[config.mk]
export PLATFORM = sky130hd
export DESIGN_NAME = dts_result_collector
export DESIGN_NICKNAME = d
export VERILOG_FILES = /design/src/rtl/dts_result_collector.sv
export SDC_FILE = /design/constraint.sdc
export NUM_CORES = 1
export LEC_CHECK = 0
export ABC_AREA = 1
export BUFFER_PORTS_ARGS = -buffer_cell sky130_fd_sc_hd__buf_2
export CAP_MARGIN = 20
export CORE_MARGIN = 3
export CORE_UTILIZATION = 30
export DETAILED_ROUTE_END_ITERATION = 10
export GPL_TIMING_DRIVEN = 1
export PLACE_DENSITY = 0.51
export SYNTH_ARGS = -nofsm -noshare
export SYNTH_HDL_FRONTEND = slang
export SYNTH_SLANG_ARGS = --single-unit
[constraint.sdc]
create_clock -name clk -period 19.1 [get_ports clk]
set_input_delay 4.775 -clock clk [delete_from_list [all_inputs] [get_ports clk]]
set_output_delay 4.775 -clock clk [all_outputs]
set_load 0.02 [all_outputs]
[src/rtl/dts_result_collector.sv]
// dts_result_collector: checks search candidates for distinct differences and queues the accepted ones
module dts_result_collector #(
    parameter int N     = 3,
    parameter int M     = 19,
    parameter int DEPTH = 4
) (
    input  logic                     clk,
    input  logic                     reset,
    input  logic [N*(M+1)-1:0]       res_in,
    input  logic                     done_in,
    output logic [N*(M+1)-1:0]       out_data,
    output logic [$clog2(M+1)-1:0]   out_scope,
    output logic                     out_valid,
    input  logic                     out_ready,
    output logic                     busy,
    output logic [31:0]              sol_count,
    output logic [15:0]              drop_count
);
    localparam int B  = M + 1;
    localparam int W  = N * B;
    localparam int SW = $clog2(B);
    localparam int AW = $clog2(DEPTH);
    localparam int IW = $clog2(N + 1);

    typedef enum logic [1:0] {IDLE, CHECK, PUSH} state_t;

    state_t          state, next;
    logic [W-1:0]    cand;
    logic [M:0]      acc, blk, mask;
    logic            err, blk_err;
    logic [IW-1:0]   idx;
    logic [SW-1:0]   scope;
    logic [W+SW-1:0] mem [DEPTH];
    logic [AW-1:0]   wptr, rptr;
    logic [AW:0]     cnt;
    logic            full, pop, push_ok, wr, lost, ign;
    logic [16:0]     drop_sum;

    assign full     = cnt == (AW+1)'(DEPTH);
    assign pop      = out_valid & out_ready;
    assign push_ok  = reset && state == PUSH && !err;
    assign wr       = push_ok && (!full || pop);
    assign lost     = push_ok && !wr;
    assign ign      = done_in && state != IDLE;
    assign drop_sum = {1'b0, drop_count} + 17'(lost) + 17'(ign);
    assign out_valid = cnt != '0;
    assign {out_data, out_scope} = out_valid ? mem[rptr] : '0;
    assign busy     = state != IDLE;

    // difference mask and error test for the block currently selected by idx
    always_comb begin
        blk  = cand[idx*B +: B];
        mask = '0;
        for (int d = 1; d <= M; d++) mask[d] = |(blk & (blk >> d));
        blk_err = !blk[0] || ($countones(mask) != $countones(blk) * ($countones(blk) - 1) / 2) || |(mask & acc);
    end

    // scope is the highest mark present in any block of the candidate
    always_comb begin
        scope = '0;
        for (int b = 0; b < N; b++)
            for (int i = 0; i < B; i++)
                if (cand[b*B+i] && SW'(i) > scope) scope = SW'(i);
    end

    // next-state selection: IDLE waits for a strobe, CHECK walks the blocks, PUSH lasts one cycle
    always_comb begin
        next = state == IDLE  ? (done_in ? CHECK : IDLE) :
               state == CHECK ? (idx == IW'(N-1) ? PUSH : CHECK) : IDLE;
    end

    // FSM state, candidate latch and per-block accumulation
    always_ff @(posedge clk) begin
        if (!reset) begin
            state <= IDLE;
            cand  <= '0;
            acc   <= '0;
            err   <= 1'b0;
            idx   <= '0;
        end else begin
            state <= next;
            if (state == IDLE && done_in) begin
                cand <= res_in;
                acc  <= '0;
                err  <= 1'b0;
                idx  <= '0;
            end else if (state == CHECK) begin
                err <= err | blk_err;
                acc <= acc | mask;
                idx <= idx + 1'b1;
            end
        end
    end

    // FIFO pointers and occupancy; a pop in the same cycle makes room for a write when full
    always_ff @(posedge clk) begin
        if (!reset) begin
            wptr <= '0;
            rptr <= '0;
            cnt  <= '0;
        end else begin
            if (wr) wptr <= wptr + 1'b1;
            if (pop) rptr <= rptr + 1'b1;
            cnt <= cnt + (AW+1)'(wr) - (AW+1)'(pop);
        end
    end

    // FIFO storage needs no reset since the occupancy count gates visibility
    always_ff @(posedge clk) begin
        if (wr) mem[wptr] <= {cand, scope};
    end

    // saturating solution and drop counters
    always_ff @(posedge clk) begin
        if (!reset) begin
            sol_count  <= '0;
            drop_count <= '0;
        end else begin
            if (push_ok && sol_count != '1) sol_count <= sol_count + 1'b1;
            drop_count <= drop_sum[16] ? '1 : drop_sum[15:0];
        end
    end
endmodule
==> results of run 1 <==
-- cell type report --
type	count	area share, %
inverter	287	4.46
clock buffer	57	4.94
sequential	401	43.8
timing repair buffer	198	4.28
tap	931	4.80
clock inverter	27	1.16
multi-input combinational	1579	36.6
-- cell families after synthesis --
| logic type | count (synthesis) | share of synthesized area, % |
|---|---|---|
| AOI/OAI and AO/OA | 589 | 15.6 |
| xor gates and xnor gates | 27 | 1.13 |
| adders and majority gates | 113 | 8.33 |
| buffers and inverters | 387 | 6.97 |
| DFF | 401 | 50.8 |
| other | 2 | 0.0359 |
| and+or+nand+nor | 845 | 17.2 |
-- flip-flops by register name, summed over array words and instances (netlist names), named ones only --
signal	cells
cnt	3
mem	260
idx	2
err	1
acc	19
wptr	2
state	2
drop_count	16
sol_count	32
cand	60
rptr	2
-- worst max path at each step --
stage / endpoint / slack, ns
floorplan: err / 9.35
global placement: err / 7.68
detailed placement: err / 7.40
CTS: err / 7.37
global route: err / 6.57
finish: err / 7.31
-- worst reg2reg max path, delay by kind of cell, from the launching register on --
family | cells | cell delay (ns)
fa+ha+maj | 14 | 6.18
compound gates | 7 | 1.78
simple gates | 8 | 1.65
buf+inv | 6 | 1.47
flops | 1 | 0.47
xor+xnor | 1 | 0.12
-- metrics by stage --
stage	worst slack (ns)	total power [W]	util, %	hold WS, ns
2_1_floorplan	9.35	0.00355	-	0.430
6_report	7.31	0.00520	35.3	0.467
3_3_place_gp	7.68	0.00434	33.1	0.449
3_5_place_dp	7.40	0.00437	33.1	0.457
4_1_cts	7.37	0.00529	35.3	0.472
5_1_grt	6.57	0.00579	35.3	0.498
-- metal layers --
layer,GRT usage (%),part of all wire [%],vias up
met5,0,0,-
met4,4.68,2.4,0
met3,2.22,4.9,90
met2,30.1,48,431
met1,23.1,44,8230
li1,-,-,8262
-- cells in the final DEF, fill, tap and decap left out, types with 12 or more instances in the layout --
cell	count
nor2_1	425
o21ai_0	265
edfxtp_1	260
inv_1	259
nand2_1	245
a21oi_1	215
buf_2	178
dfxtp_1	139
ha_1	69
nand3_1	52
clkbuf_16	45
fa_1	44
nand4_1	23
o22ai_1	21
nand2_2	20
nor3_1	19
buf_4	19
xor2_1	18
clkinv_1	17
o21a_1	17
nor4_1	14
inv_2	13
clkinv_2	13
a221oi_1	12
-- power by group through the flow --
| stage | Combinational (W) | Clock (W) | Sequential, W |
|---|---|---|---|
| 3_3_place_gp | 0.00332 | 0 | 0.00101 |
| 2_1_floorplan | 0.00256 | 0 | 0.000986 |
| 6_report | 0.00334 | 0.000870 | 0.000996 |
| 3_5_place_dp | 0.00336 | 0 | 0.00102 |
| 4_1_cts | 0.00340 | 0.000893 | 0.000997 |
| 5_1_grt | 0.00387 | 0.000922 | 0.00100 |
==> results.cfg, run 1 <==
[outcome]
run_status = finished clean

[finish]
drive_above_1_share_pct = 14.0
multiInputGateArea_mm2 = 0.00889
diodes = 0
instances_no_fill = 3480
final-seq-area_mm2 = 0.0106
area_growth_pct = 16.1
fin_nets = 2689
fillers = 7100
stdcell_area_mm2 = 0.0243

[critical_path]
crit_top_cell = fa_1
rrSetupSlack_ns = 7.31
arrival_ns = 12.23
crit_required_ns = 19.54
crit_slowest_cell = fa_1
crit_type = reg2reg
critPathLaunchType = flip-flop
worstReg2RegEnd = err
cp-end-kind = flip-flop
max_stage_delay_ns = 0.70
worstPathMaxFanout = 37
r2r.worst_path.cells = 36
critPathLaunch = idx[0]
crit_buf_inv = 6
cp.depth = 36
crit_family = adder cells
rr_startpoint = idx[0]

[synthesis]
synthTopCellsByArea = edfxtp_1 (37%), dfxtp_1 (13%), nor2_1 (7.7%)
synth_top_cells_by_count = nor2_1 (429), o21ai_0 (265), inv_1 (262), edfxtp_1 (260), nand2_1 (246)
yosys.area.top_type_share_pct = 37.3
yosysWarnings = 0
avgSynthCellArea_um2 = 8.85
ys_ff_latch = 401
ys_types = 56
async_flop_share_pct = 0
synth-edff-count = 260
ys.flop_type = edfxtp_1
synth.most_common_cell = nor2_1
synthesis.area_mm2 = 0.0209
yosysSeqAreaShare_pct = 50.8
yosys.area.top_type = edfxtp_1
synthCells = 2364

[clock_tree]
cts.sinks = 401
clk_latency_ns = 0.60
htreeDepth = 2
cts_buffers = 45
cts_root_buf = clkbuf_16
cts_buffer_depth = 3
cts_hold_buf = 0
cts_tree = yes
ctsResizeCount = 0
path_clk_slew_ns = 0.06
post_cts_buffers = 0

[floorplanning]
dieArea_mm2 = 0.0730
fp.dieH_um = 270
ioPinCount = 179
core_mm2 = 0.0688
num_rows = 96
start_util_pct = 30.4
die_w_um = 270

[global_route]
grt_use_total_pct = 17.5
grt_first_pass_wirelength_um = 100000
antenna_found_initial = 2
grt-ovfl-total = 0
grt_max_degree = 87
grt_pass1_vias = 16600

[hold_path]
hold_start = acc[8]
whs_endpoint = acc[8]
hold_class = reg2reg
hold_depth = 2

[drt]
route.detailed.drc = 0
drt_first_pass_iters = 5
route.detailed.wl_per_inst_um = 18.7
routed_wl_um = 65000
vias = 17000
viasPerCell = 4.89
drtIter0Drc = 1220
ant_nets = 0

[sta]
setup_viol = 0
finClkSkew_ns = 0.0250
fin_setup_tns_ns = 0
grt_setup_unrepaired = false
min_period_ns = 11.79
hold_viol = 0
relSlewSlack_pct = 29.1
period_share_pct = 61.7
tightest_slew_ns = 1.06
slew_viol_final = 0
max_clock_freq_mhz = 84.8

[power]
seq_power_share_pct = 19.1
leakage_nw = 9.96
switchingPower_w = 0.00242
switching_share_pct = 46.5
pwr-share-comb_pct = 64.1
p_clk_share_pct = 16.7
powerDensity_mw_per_mm2 = 214
intPower_w = 0.00279
irDropWorstVdd_v = 0.000324

[placed_design]
place_congestion = 0.857
placed_cells = 3395
dp_hpwl_um = 44500
placedInstanceArea_mm2 = 0.0228
portBuffers = 178

[run]
max-cap-violations = 0
Note: power is estimated with default switching activity, not from simulation.
==> run 2: changes to the inputs <==
==> constraint.sdc (replaced) <==
create_clock -name clk -period 10.9 [get_ports clk]
set_input_delay 2.725 -clock clk [delete_from_list [all_inputs] [get_ports clk]]
set_output_delay 2.725 -clock clk [all_outputs]
set_load 0.02 [all_outputs]
==> results.cfg, run 2 (synthesis results as in run 1) <==
[sta]
setup_viol = 0
fin_setup_tns_ns = 0
tightest_slew_ns = 1.08
max_clock_freq_mhz = 98.8
relSlewSlack_pct = 28.1
period_share_pct = 92.9
finClkSkew_ns = 0.0313
slew_viol_final = 0
grt_setup_unrepaired = false
min_period_ns = 10.12
hold_viol = 0

[drt]
routed_wl_um = 65700
vias = 17100
viasPerCell = 4.88
route.detailed.drc = 0
ant_nets = 0
route.detailed.wl_per_inst_um = 18.7
drt_first_pass_iters = 5
drtIter0Drc = 1218

[placed_design]
place_congestion = 0.846
dp_hpwl_um = 45600
portBuffers = 178

[global_route]
grt_pass1_vias = 16700
grt-ovfl-total = 0
grt_max_degree = 83
grt_use_total_pct = 17.5
grt_first_pass_wirelength_um = 100000
antenna_found_initial = 4

[critical_path]
critPathLaunchType = flip-flop
worstPathMaxFanout = 13
crit_type = reg2reg
crit_required_ns = 11.31
crit_slowest_cell = fa_1
max_stage_delay_ns = 0.62
crit_top_cell = fa_1
cp-end-kind = flip-flop
arrival_ns = 10.53

[finish]
area_growth_pct = 17.4
fillers = 7036
fin_nets = 2710
drive_above_1_share_pct = 15.3
reg_top3 = mem (260), cand (60), sol_count (32)
regMostFlops = mem
diodes = 0
final_common_cell = nor2_1
largest_register_ffs = 260
mostFrequentLayoutCells = nor2_1 (424), o21ai_0 (265), edfxtp_1 (260), inv_1 (257), nand2_1 (245)
fin_util_pct = 35.7

[floorplanning]
core_mm2 = 0.0688
die_w_um = 270
start_util_pct = 30.4
fp.dieH_um = 270
dieArea_mm2 = 0.0730
ioPinCount = 179
num_rows = 96

[outcome]
run_status = finished clean

[clock_tree]
clk_latency_ns = 0.58
cts_buffer_depth = 3
path_clk_slew_ns = 0.06
htreeDepth = 2
cts_hold_buf = 0
cts_root_buf = clkbuf_16
cts_buffers = 46
cts_tree = yes
cts.sinks = 401

[power]
leakage_nw = 10.1
powerDensity_mw_per_mm2 = 374
irDropWorstVdd_v = 0.000576

[run]
max-cap-violations = 0

[hold_path]
hold_class = reg2reg
==> run 2: critical path: cells and delay by family (launching register included) <==
kind            cells  cell delay [ns]
flops               1             0.34
simple gates       10             1.57
compound gates      7             1.32
buf+inv             6             0.84
xor+xnor            2             0.56
fa+ha+maj          12             5.32
==> run 2: where the power goes <==
part | leakage [nW] | switching (W) | internal [W]
Combinational | 5.78 | 0.00351 | 0.00234
Clock | 0.795 | 0.000638 | 0.000970
Sequential | 3.53 | 0.0000513 | 0.00167
==> run 2: routing by layer <==
layer | share of wire [%] | up-vias | track usage (%)
li1 | - | 8310 | -
met1 | 44 | 8229 | 22.8
met2 | 48 | 430 | 29.7
met3 | 5.0 | 109 | 2.59
met4 | 3.5 | 0 | 6.34
met5 | 0 | - | 0
==> run 2: path summary, 6_finish.rpt <==
check / startpoint / end / slack, ns / depth (start not counted)
worst max-delay path: idx[1] / err / 0.78 / 37
worst max register to register: idx[1] / err / 0.78 / 37
worst min-delay path: acc[14] / acc[14] / 0.46 / 2
worst min register to register: acc[14] / acc[14] / 0.46 / 2
==> run 2: repair_timing <==
action                     4_1_cts  5_1_grt
gates resized for setup          0        8
setup buffers                    0        2
setup endpoints to repair        0        1
==> run 2: final cells by class <==
type                    instances  area (µm²)  share of cell area (%)
clock buffers                  56        1260                    5.13
clock inverters                30         338                    1.37
inverters                     287        1090                    4.45
multi-input cells            1579        8900                    36.2
flip-flops and latches        401       10600                    43.3
well taps                     931        1160                    4.74
repair buffers                217        1180                    4.81
repair inverters                1        5.00                  0.0204
==> run 2: per-stage QoR <==
stage          std cells  hold WS [ns]  total power (W)  setup WS, ns  cell area [µm²]
6_report            3502         0.461          0.00918         0.777            24600
5_1_grt             3502         0.490           0.0102        0.0483            24600
4_1_cts             3498         0.464          0.00933         0.135            24500
3_5_place_dp        3412         0.456          0.00765         0.182            22900
3_3_place_gp        3412         0.447          0.00760         0.410            22900
2_1_floorplan       2367         0.430          0.00622          1.15            20900
